<file path="src/rtl/switch_debounce_pio.sv">
// Purpose : Avalon-MM switch input port; sync + debounce per bit, sticky edge capture, maskable level irq.
// Latency : sw -> sw_clean/edgecap/irq on edge k+1+DEBOUNCE_CYCLES; readdata valid the cycle after read.
// Backpr. : none; every read/write completes in one cycle, no waitrequest.
//
// Ports:
//   clk, reset       system clock, asynchronous active-high reset
//   sw               raw switch pins (asynchronous to clk)
//   address/read/write/writedata/readdata   Avalon-MM slave, read latency 1
//   irq              level interrupt, |(edgecap & irqmask)
//   sw_clean         debounced switch state
//
// Register map (word addresses), compatible with the stock input PIO:
//   0 DATA (RO)  1 DIRECTION (RO, 0)  2 IRQMASK (RW)  3 EDGECAP (W1C)

module switch_debounce_pio #(
    parameter int WIDTH           = 2,
    parameter int DEBOUNCE_CYCLES = 500000
) (
    input  logic             clk,
    input  logic             reset,
    input  logic [WIDTH-1:0] sw,
    input  logic [1:0]       address,
    input  logic             read,
    input  logic             write,
    input  logic [31:0]      writedata,
    output logic [31:0]      readdata,
    output logic             irq,
    output logic [WIDTH-1:0] sw_clean
);

    localparam int CW = $clog2(DEBOUNCE_CYCLES);
    localparam logic [CW-1:0] CNT_MAX = CW'(DEBOUNCE_CYCLES - 1);

    localparam logic [1:0] ADDR_DATA    = 2'd0;
    localparam logic [1:0] ADDR_DIR     = 2'd1;
    localparam logic [1:0] ADDR_IRQMASK = 2'd2;
    localparam logic [1:0] ADDR_EDGECAP = 2'd3;

    logic [WIDTH-1:0] sync1;
    logic [WIDTH-1:0] sync2;
    logic [WIDTH-1:0] stable;
    logic [WIDTH-1:0] stable_nxt;
    logic [CW-1:0]    cnt     [WIDTH];
    logic [CW-1:0]    cnt_nxt [WIDTH];
    logic [WIDTH-1:0] edgecap;
    logic [WIDTH-1:0] irqmask;
    logic [WIDTH-1:0] edge_clr;
    logic [31:0]      rd_mux;

    // Only the low WIDTH bits of writedata are meaningful; fold the rest so
    // the full bus is visibly consumed.
    logic unused_wdata;
    assign unused_wdata = ^writedata;

    // Two-flop synchronizer, nothing between the stages.
    always_ff @(posedge clk or posedge reset) begin
        if (reset) begin
            sync1 <= '0;
            sync2 <= '0;
        end else begin
            sync1 <= sw;
            sync2 <= sync1;
        end
    end

    // Per-bit debounce: any cycle where sync2 agrees with stable restarts the
    // count, so only a run of DEBOUNCE_CYCLES disagreeing cycles is accepted.
    always_comb begin
        stable_nxt = stable;
        for (int i = 0; i < WIDTH; i++) begin
            cnt_nxt[i] = cnt[i] + 1'b1;
            if (sync2[i] == stable[i]) begin
                cnt_nxt[i] = '0;
            end else if (cnt[i] == CNT_MAX) begin
                stable_nxt[i] = sync2[i];
                cnt_nxt[i]    = '0;
            end
        end
    end

    always_ff @(posedge clk or posedge reset) begin
        if (reset) begin
            stable <= '0;
            for (int i = 0; i < WIDTH; i++) begin
                cnt[i] <= '0;
            end
        end else begin
            stable <= stable_nxt;
            for (int i = 0; i < WIDTH; i++) begin
                cnt[i] <= cnt_nxt[i];
            end
        end
    end

    // W1C clear mask for this cycle.
    always_comb begin
        edge_clr = '0;
        if (write && (address == ADDR_EDGECAP)) begin
            edge_clr = writedata[WIDTH-1:0];
        end
    end

    // New edges are OR-ed in after the clear, so a same-edge set beats a clear.
    always_ff @(posedge clk or posedge reset) begin
        if (reset) begin
            edgecap <= '0;
            irqmask <= '0;
        end else begin
            edgecap <= (edgecap & ~edge_clr) | (stable ^ stable_nxt);
            if (write && (address == ADDR_IRQMASK)) begin
                irqmask <= writedata[WIDTH-1:0];
            end
        end
    end

    // Read mux samples pre-write register values, so a simultaneous
    // read+write returns the old contents.
    always_comb begin
        rd_mux = '0;
        unique case (address)
            ADDR_DATA:    rd_mux[WIDTH-1:0] = stable;
            ADDR_DIR:     rd_mux            = '0;
            ADDR_IRQMASK: rd_mux[WIDTH-1:0] = irqmask;
            ADDR_EDGECAP: rd_mux[WIDTH-1:0] = edgecap;
            default:      rd_mux            = '0;
        endcase
    end

    // readdata holds until the next read.
    always_ff @(posedge clk or posedge reset) begin
        if (reset) begin
            readdata <= '0;
        end else if (read) begin
            readdata <= rd_mux;
        end
    end

    assign irq      = |(edgecap & irqmask);
    assign sw_clean = stable;

endmodule

</file>
<file path="config.mk">
export PLATFORM = sky130hd
export DESIGN_NAME = switch_debounce_pio
export DESIGN_NICKNAME = d
export VERILOG_FILES = /design/src/rtl/switch_debounce_pio.sv
export SDC_FILE = /design/constraint.sdc
export NUM_CORES = 1
export LEC_CHECK = 0
export ABC_CLOCK_PERIOD_IN_PS = 1900
export CAP_MARGIN = 20
export CORE_AREA = 5 5 89 99
export CTS_BUF_LIST = sky130_fd_sc_hd__clkbuf_16
export CTS_CLUSTER_DIAMETER = 120
export DETAILED_ROUTE_END_ITERATION = 16
export DIE_AREA = 0 0 94 104
export GPL_TIMING_DRIVEN = 0
export PLACE_DENSITY = 0.69
export SLEW_MARGIN = 0
export SYNTH_ARGS = -nofsm -noshare
export SYNTH_HDL_FRONTEND = slang
export SYNTH_SLANG_ARGS = --single-unit
</file>
<file path="constraint.sdc">
create_clock -name clk -period 1.9 [get_ports clk]
set_input_delay 0.285 -clock clk [delete_from_list [all_inputs] [get_ports clk]]
set_output_delay 0.285 -clock clk [all_outputs]
set_load 0.02 [all_outputs]
</file>
---- Yosys cells after proc, flatten, opt, wreduce, memory -nomap -nowiden ----
Cells that the tools add are included.
word-level totals
  register bits after elaboration ......... 50
  input bits .............................. 40
  output and inout bits ................... 35
  logic and storage cells ................. 36
cells by class
  add/sub/neg operators ................... 2
  equality and inequality tests ........... 7
  multiplexer cells ....................... 10
  bitwise logic cells ..................... 5
  reduce and logical (&&, ||, !) cells .... 4
operators by type and width
  kind                   number
  $mux 19                4
  $add 19x1->19 const B  2
  $eq 19x19->1 const B   2
  $pmux 2 s4             1
  $and 2x2->2            2
  $eq 2x2->1 const B     2
  $mux 1                 4
  $eq 1x1->1             2
  $eq 2x1->1 const B     1
  $logic_and 1x1->1      2
  $logic_not 2->1        1
  $mux 2                 1
  $not 2->2              1
  $or 2x2->2             1
  $reduce_or 2->1        1
  $xor 2x2->2            1

---- Longest topological paths before layout ----
Gate-level depths: netlist of the first run.
  word-level depth ........................ 6
  depth in mapped cells ................... 6
  depth with buffers taken out ............ 5

---- Worst setup path after synthesis of the first run ----
Ideal clock, no wire load.
  path type ............................... register -> register
  from .................................... register cnt[0] in the netlist's numbering
  to ...................................... register stable[1], in the netlist sw_clean[1]
  setup time .............................. 0.125 ns
  data arrival time ....................... 1.572 ns
  path slack .............................. 0.203 ns
  cell stages (with the launch flop) ...... 6
  buffers on the path ..................... 0
  period minus slack after synthesis ...... 1.697 ns
  path through ............................ dfrtp_1 -> ha_1 -> and3_1 -> nand4_1 -> or3_1 -> mux2_2
on the way
  cells in the longest elaborated chain, start to end .. 3
RTL lines
  element                           line  text
  start: declaration                43    logic [CW-1:0] cnt [WIDTH];
  start signal: indexed assignment  90    cnt[i] <= cnt_nxt[i];
  $eq 19x19->1                      74    end else if (cnt[i] == CNT_MAX) begin
  $mux 1                            74
  $mux 1                            72    if (sync2[i] == stable[i]) begin
  via stable_nxt[1]                 42    logic [WIDTH-1:0] stable_nxt;
  end signal: assignment            88    stable <= stable_nxt;
  end: declaration                  41    logic [WIDTH-1:0] stable;
The timed path passes the listed nets, and every way through them passes these cells.
A chain may end at the register's enable or synchronous reset.

---- Worst setup path after layout of the first run ----
Ends and elaborated chain as after synthesis.

==> results of run 1 <==
==> report_power, final <==
| group | switching [mW] | internal, mW | leakage (nW) | total (mW) |
|---|---|---|---|---|
| combinational | 0.133 | 0.109 | 0.628 | 0.241 |
| clock | 0.380 | 0.616 | 0.0836 | 0.996 |
| sequential | 0.0224 | 1.09 | 0.676 | 1.12 |
==> how the worst max path moves through the flow <==
stage	start	to	slack (ns)	cells after the start
6_report	cnt[0]$_DFF_PP0_	sw_clean[1]$_DFF_PP0_	0.08	5
4_1_cts	cnt[19]$_DFF_PP0_	cnt[33]$_DFF_PP0_	0.02	6
3_3_place_gp	reset	sync2[1]$_DFF_PP0_	-0.56	2
5_1_grt	cnt[0]$_DFF_PP0_	cnt[9]$_DFF_PP0_	0.01	6
2_1_floorplan	cnt[0]$_DFF_PP0_	sw_clean[1]$_DFF_PP0_	0.20	5
3_5_place_dp	cnt[19]$_DFF_PP0_	cnt[31]$_DFF_PP0_	-0.18	6
==> worst reg2reg max path, stage by stage, from the launching register on <==
cell	delay (ns)
sky130_fd_sc_hd__dfrtp_1	0.39
sky130_fd_sc_hd__ha_2	0.22
sky130_fd_sc_hd__and3_4	0.23
sky130_fd_sc_hd__nand4_1	0.20
sky130_fd_sc_hd__or3_4	0.40
sky130_fd_sc_hd__mux2_2	0.27
==> what timing repair did <==
| action | 4_1_cts | 5_1_grt |
|---|---|---|
| resized for setup | 3 | 5 |
| buffers inserted | 1 | 3 |
| endpoints found under the setup margin | 21 | 22 |
| hold buffers | 0 | 0 |
| pin swaps | 1 | 2 |
==> Yosys cell counts (2+ instances only) <==
library cell / instances / area [um2]
sky130_fd_sc_hd__nand2_1: 10 / 37.5
sky130_fd_sc_hd__a31o_2: 2 / 17.5
sky130_fd_sc_hd__a22o_1: 2 / 17.5
sky130_fd_sc_hd__buf_4: 30 / 225
sky130_fd_sc_hd__inv_1: 10 / 37.5
sky130_fd_sc_hd__nand3_1: 15 / 75.1
sky130_fd_sc_hd__nor3_1: 8 / 40.0
sky130_fd_sc_hd__ha_1: 2 / 25.0
sky130_fd_sc_hd__nor4_1: 12 / 75.1
sky130_fd_sc_hd__xnor2_1: 24 / 210
sky130_fd_sc_hd__mux2_2: 6 / 67.6
sky130_fd_sc_hd__and3_1: 5 / 31.3
sky130_fd_sc_hd__nand4_1: 13 / 81.3
sky130_fd_sc_hd__dfrtp_1: 50 / 1250
sky130_fd_sc_hd__nor2_1: 38 / 143
sky130_fd_sc_hd__buf_2: 2 / 10.0
sky130_fd_sc_hd__a21oi_1: 6 / 30.0
sky130_fd_sc_hd__a22oi_1: 2 / 15.0
sky130_fd_sc_hd__xor2_1: 6 / 52.6
sky130_fd_sc_hd__o21ai_0: 3 / 15.0
==> registers in the layout (all words and copies together), names as in the netlist <==
| register | count |
|---|---|
| edgecap | 2 |
| cnt | 38 |
| sync1 | 2 |
| sw_clean | 2 |
| readdata | 2 |
| irqmask | 2 |
| sync2 | 2 |
==> through the flow <==
stage               TNS [ns]  total power, mW
floorplan                  0             1.30
global placement      -29.70             1.36
detailed placement     -2.62             1.37
CTS                        0             2.37
global route               0             2.46
finish                     0             2.35
==> layer usage <==
| metal | wire [um] | part of all wire, % | GRT usage [%] |
|---|---|---|---|
| met5 | 0 | 0 | 0 |
| met4 | 69 | 1.4 | 3.41 |
| met3 | 157 | 3.2 | 2.24 |
| met2 | 2640 | 54 | 18.5 |
| met1 | 2050 | 42 | 13.2 |
==> cell type report <==
class	count	area, um2	share of cell area (%)
clock inverter	3	40.0	1.24
clock buffer	5	125	3.87
tap	108	135	4.18
timing repair buffer	19	190	5.88
multi-input combinational	199	1220	37.7
sequential	50	1250	38.7
buffer	32	238	7.35
inverter	10	37.5	1.16
==> cells by family after synthesis <==
family          Yosys count  synth area share, %
compound gates           19                 5.28
xor+xnor                 30                 10.1
fa+ha+maj                 2                0.960
buf+inv                  42                 10.5
flops                    50                 48.0
mux                       7                 2.97
other cells               1                0.144
simple gates            111                 22.1
==> qor.tcl, run 1 <==
set qor(worst_slew_pin_slew_ns) 0.553
set qor(min_period_ns) 1.82
set qor(worst_slew_margin_rel_pct) 62.8
set qor(reg2reg_slack_ns) 0.08
set qor(synth_sequential_area_ratio_pct) 48.0
set qor(cts_made_buffers) 5
set qor(mean_area_per_synthesized_cell_um2) 9.95
set qor(status) {completed}
set qor(hold_path.class) {input port to asynchronous set/reset pin}
set qor(yosys_warnings) 0
set qor(first_iter_violations) 85
set qor(tritoncts_clock_tree) {yes}
set qor(post-route-cell-area_mm2) 0.00324
set qor(timing.critical_path.to_type) {flop}
set qor(fillers) 754
set qor(initial_core_util_pct) 33.7
set qor(dp_hpwl_um) 3580
set qor(synth_async_sr_flop_share_pct) 100
set qor(grt_overflow) 0
set qor(cp-start-kind) {flop}
set qor(hold_viol) 0
set qor(r2r-start) {cnt[0]$_DFF_PP0_}
set qor(grt_start_max_net_pins) 40
set qor(layout.cells.most_common) {sky130_fd_sc_hd__dfrtp_1}
set qor(postSynthCellCount) 262
set qor(antennaDiodeCount) 0
set qor(clock.fmax_mhz) 549
set qor(worst_setup_path_category) {flop to flop}
set qor(via_count_of_the_first_global_routing_pass) 1842
set qor(tritoncts_num_sinks) 50
set qor(final_min_period_over_clock_period_pct) 95.9
set qor(dp.cells) 414
set qor(synth.lib_cells_used.distinct) 36
set qor(avgRoutedWirePerCell_um) 11.5
set qor(path_max_fanout) 5
set qor(grt_util_all_layers_pct) 10.7
set qor(grt_first_pass_wirelength_um) 8680
set qor(cap_violations) 0
set qor(clk_path_buf_depth) 2
set qor(peakVddDrop_uv) 525
set qor(power.density_cell_area_mw_per_mm2) 727
set qor(worstPathRequired_ns) 2.08
set qor(final_net_count) 359
set qor(static_power_due_to_leakage_nw) 1.39
set qor(cts_max_level) 2
set qor(critical_path.reg2reg.endpoint) {sw_clean[1]$_DFF_PP0_}
set qor(final_cells) 426
set qor(post_route_cells_drive_above_1_share_pct) 20.4
set qor(die_width_um) 94
set qor(layout.cells.most_common_list) {50 x sky130_fd_sc_hd__dfrtp_1, 37 x sky130_fd_sc_hd__nor2_1, 34 x sky130_fd_sc_hd__buf_4}
set qor(post_drt_antenna_nets) 0
set qor(number_of_synthesized_flops_with_an_enable_pin) 0
set qor(die-area_mm2) 0.00978
set qor(mappedNetlistArea_mm2) 0.00261
set qor(worst_path_max_delay_cell) {sky130_fd_sc_hd__or3_4}
set qor(route.vias.total) 1901
set qor(global_placement_routability_congestion) 0.832
set qor(critPathArrivalTime_ns) 2.00
set qor(timing.clock.skew_ns) 0.00403
set qor(drt-total-wl_um) 4920
set qor(clock_insertion_delay_worst_skew_ns) 0.29
set qor(reg2reg_depth) 5
set qor(yosys_most_used_dff) {sky130_fd_sc_hd__dfrtp_1}
set qor(rsz0062_at_grt) {false}
set qor(die_h_um) 104
set qor(dp_slack_ns) -0.177
set qor(drt_drc_violations_left) 0
set qor(area.growth.synth_to_final_pct) 24.1
set qor(drt_pass1_iterations) 4
set qor(count_of_input_and_output_buffers) 14
set qor(setup_viol) 0
set qor(io_pins) 75
set qor(antenna_found_initial) 0
set qor(coreArea_mm2) 0.00774
set qor(setup_slack_ns) 0.0773
set qor(slew_viol_final) 0
set qor(synth_seq_cells) 50
set qor(worst_hold_slack_ns) 0.282
set qor(bufs_and_invs_on_worst_path) 0
set qor(clkSlewWorstSetupHoldPaths_ns) 0.07
set qor(cts.root.buffer_cell) {sky130_fd_sc_hd__clkbuf_16}
set qor(cpPeakStageDelay_ns) 0.40
set qor(rows) 34
set qor(path_cells) {ha_2 > and3_4 > nand4_1 > or3_4 > mux2_2}
set qor(detail_route.vias_per_cell) 4.46
set qor(fin_util_pct) 41.8
set qor(timing.critical_path.max_delay_family) {simple AND/OR/NAND/NOR gates}
set qor(placed_cell_area_mm2) 0.00301
(Power assumes the default switching activity.)
==> run 2: changes to the inputs <==
--- a/config.mk
+++ b/config.mk
@@ -7,13 +7,13 @@
 export LEC_CHECK = 0
 export ABC_CLOCK_PERIOD_IN_PS = 1900
 export CAP_MARGIN = 20
-export CORE_AREA = 5 5 89 99
+export CORE_AREA = 5 5 77 86
 export CTS_BUF_LIST = sky130_fd_sc_hd__clkbuf_16
 export CTS_CLUSTER_DIAMETER = 120
 export DETAILED_ROUTE_END_ITERATION = 16
-export DIE_AREA = 0 0 94 104
+export DIE_AREA = 0 0 82 91
 export GPL_TIMING_DRIVEN = 0
-export PLACE_DENSITY = 0.69
+export PLACE_DENSITY = 0.86
 export SLEW_MARGIN = 0
 export SYNTH_ARGS = -nofsm -noshare
 export SYNTH_HDL_FRONTEND = slang
==> run 2 against run 1 <==
  * Sequential share of layout area increased by 0.21 points
  * Maximum frequency fell by 1.3%
  * Routed wire length is 8.2% higher
  * Register-to-register slack lost 0.02 ns
  * Critical path depth did not move
  * Utilization rose by 15 points
  * First-iteration DRC count increased by 14%
  * Combinational power up 3%
  * Largest power group unchanged
==> qor.tcl, run 2 (same netlist as run 1, synthesis figures left out) <==
set qor(cts.root.buffer_cell) {sky130_fd_sc_hd__clkbuf_16}
set qor(worst_slew_pin_slew_ns) 0.534
set qor(layout.cells.most_common_list) {50 x sky130_fd_sc_hd__dfrtp_1, 37 x sky130_fd_sc_hd__nor2_1, 35 x sky130_fd_sc_hd__buf_4}
set qor(drt-total-wl_um) 5320
set qor(cap_violations) 0
set qor(hold_path.class) {input port to asynchronous set/reset pin}
set qor(timing.critical_path.max_delay_family) {simple AND/OR/NAND/NOR gates}
set qor(route.vias.total) 1923
set qor(min_period_ns) 1.85
set qor(tritoncts_clock_tree) {yes}
set qor(detail_route.vias_per_cell) 4.86
set qor(path_cells) {ha_4 > and3_4 > nand4_1 > or3_4 > mux2_2}
set qor(hold_viol) 0
set qor(worst_slew_margin_rel_pct) 64.0
set qor(global_placement_routability_congestion) 0.883
set qor(slew_viol_final) 0
set qor(first_iter_violations) 97
set qor(power.density_cell_area_mw_per_mm2) 738
set qor(coreArea_mm2) 0.00566
set qor(die_h_um) 91
set qor(clk_path_buf_depth) 2
set qor(critPathArrivalTime_ns) 2.02
set qor(worstPathRequired_ns) 2.07
set qor(cpPeakStageDelay_ns) 0.44
set qor(clockPowerShare_pct) 42.5
set qor(area.growth.synth_to_final_pct) 23.4
set qor(avgRoutedWirePerCell_um) 13.4
set qor(final_min_period_over_clock_period_pct) 97.2
set qor(regMostFlops) {cnt}
set qor(power_switching_mw) 0.548
set qor(r2r-start) {cnt[0]$_DFF_PP0_}
set qor(internal-power_mw) 1.83
set qor(swShare_pct) 23.1
set qor(dp_hpwl_um) 3590
set qor(rsz0062_at_grt) {false}
set qor(fin_util_pct) 56.9
set qor(power.share.combinational_pct) 10.4
set qor(cts_max_level) 2
set qor(antenna_found_initial) 0
set qor(rows) 29
set qor(cts_made_buffers) 5
set qor(pwr-share-seq_pct) 47.0
set qor(io_pins) 75
set qor(tritoncts_num_sinks) 50
set qor(reg2reg_slack_ns) 0.05
set qor(grt_first_pass_wirelength_um) 8720
set qor(timing.critical_path.to_type) {flop}
set qor(critical_path.startpoint) {cnt[0]$_DFF_PP0_}
set qor(static_power_due_to_leakage_nw) 1.39
set qor(count_of_input_and_output_buffers) 14
set qor(bufs_and_invs_on_worst_path) 0
set qor(final_net_count) 360
set qor(layout.cells.most_common) {sky130_fd_sc_hd__dfrtp_1}
set qor(peakVddDrop_uv) 456
set qor(worst_setup_path_category) {flop to flop}
set qor(path_max_fanout) 5
set qor(via_count_of_the_first_global_routing_pass) 1907
set qor(placed_cell_area_mm2) 0.00297
set qor(grt_overflow) 0
set qor(post-route-cell-area_mm2) 0.00322
set qor(clock_insertion_delay_worst_skew_ns) 0.29
set qor(grt_start_max_net_pins) 39
set qor(antennaDiodeCount) 0
set qor(die-area_mm2) 0.00746
set qor(initial_core_util_pct) 46.1
set qor(drt_drc_violations_left) 0
set qor(clkSlewWorstSetupHoldPaths_ns) 0.07
set qor(die_width_um) 82
set qor(clock.fmax_mhz) 542
set qor(status) {completed}
set qor(worst_path_max_delay_cell) {sky130_fd_sc_hd__dfrtp_1}
set qor(drt_pass1_iterations) 4
set qor(post_drt_antenna_nets) 0
set qor(largest_register_ff_count) 38
set qor(setup_viol) 0
set qor(post_route_cells_drive_above_1_share_pct) 20.7
set qor(grt_util_all_layers_pct) 14.8
set qor(cp-start-kind) {flop}
set qor(timing.clock.skew_ns) 0.00862
## run 2: cell count changes in the layout (fill, tap and decap cells not counted), sizes merged
cell,before,now
buf,36,37
clkinv,2,1
inv,10,11
## run 2: cell type report
| cell class | instances | area [um2] |
|---|---|---|
| fillers | 470 | 2440 |
| multi-input cells | 199 | 1230 |
| clock inverters | 3 | 43.8 |
| repair buffers | 20 | 198 |
| flip-flops and latches | 50 | 1250 |
| plain buffers | 32 | 238 |
| inverters | 10 | 37.5 |
| clock buffers | 5 | 125 |
| well taps | 77 | 96.3 |
## run 2: what timing repair did
item | 4_1_cts | 5_1_grt
setup buffers | 1 | 4
pin swaps | 1 | 3
gates resized for setup | 2 | 7
endpoints found under the setup margin | 21 | 21
hold buffers | 0 | 0
## run 2: metal layers
| metal | part of all wire [%] | track usage, % | vias up |
|---|---|---|---|
| met3 | 4.2 | 3.76 | 14 |
| met2 | 54 | 25.2 | 48 |
| met4 | 2.5 | 6.09 | 0 |
| li1 | - | - | 955 |
| met5 | 0 | 0 | - |
| met1 | 39 | 17.5 | 906 |
## run 2: path summary, 6_finish.rpt
kind,to,cells after the start
setup / recovery,sw_clean[1]$_DFF_PP0_,5
hold / removal,cnt[24]$_DFF_PP0_,2
setup reg to reg,sw_clean[1]$_DFF_PP0_,5
hold reg to reg,sync2[0]$_DFF_PP0_,0
max in group asynchronous,cnt[31]$_DFF_PP0_,3
min in group clk,sync2[0]$_DFF_PP0_,0
## run 2: per-stage QoR
stage          total power [mW]  cells  hold slack (ns)  TNS (ns)  setup slack [ns]
6_report                   2.37    396            0.277         0            0.0535
4_1_cts                    2.38    392            0.284         0           0.00268
2_1_floorplan              1.30    291            0.316         0             0.203
3_5_place_dp               1.36    383            0.336     -1.53           -0.0868
5_1_grt                    2.47    396            0.308         0           0.00543
3_3_place_gp               1.35    382            0.333    -24.95            -0.478
## run 2: power by group through the flow
stage	clock network, mW	logic [mW]	registers, mW
floorplan	0	0.167	1.14
global placement	0	0.221	1.13
detailed placement	0	0.230	1.13
CTS	1.03	0.234	1.11
global route	1.08	0.271	1.12
finish	1.01	0.248	1.12
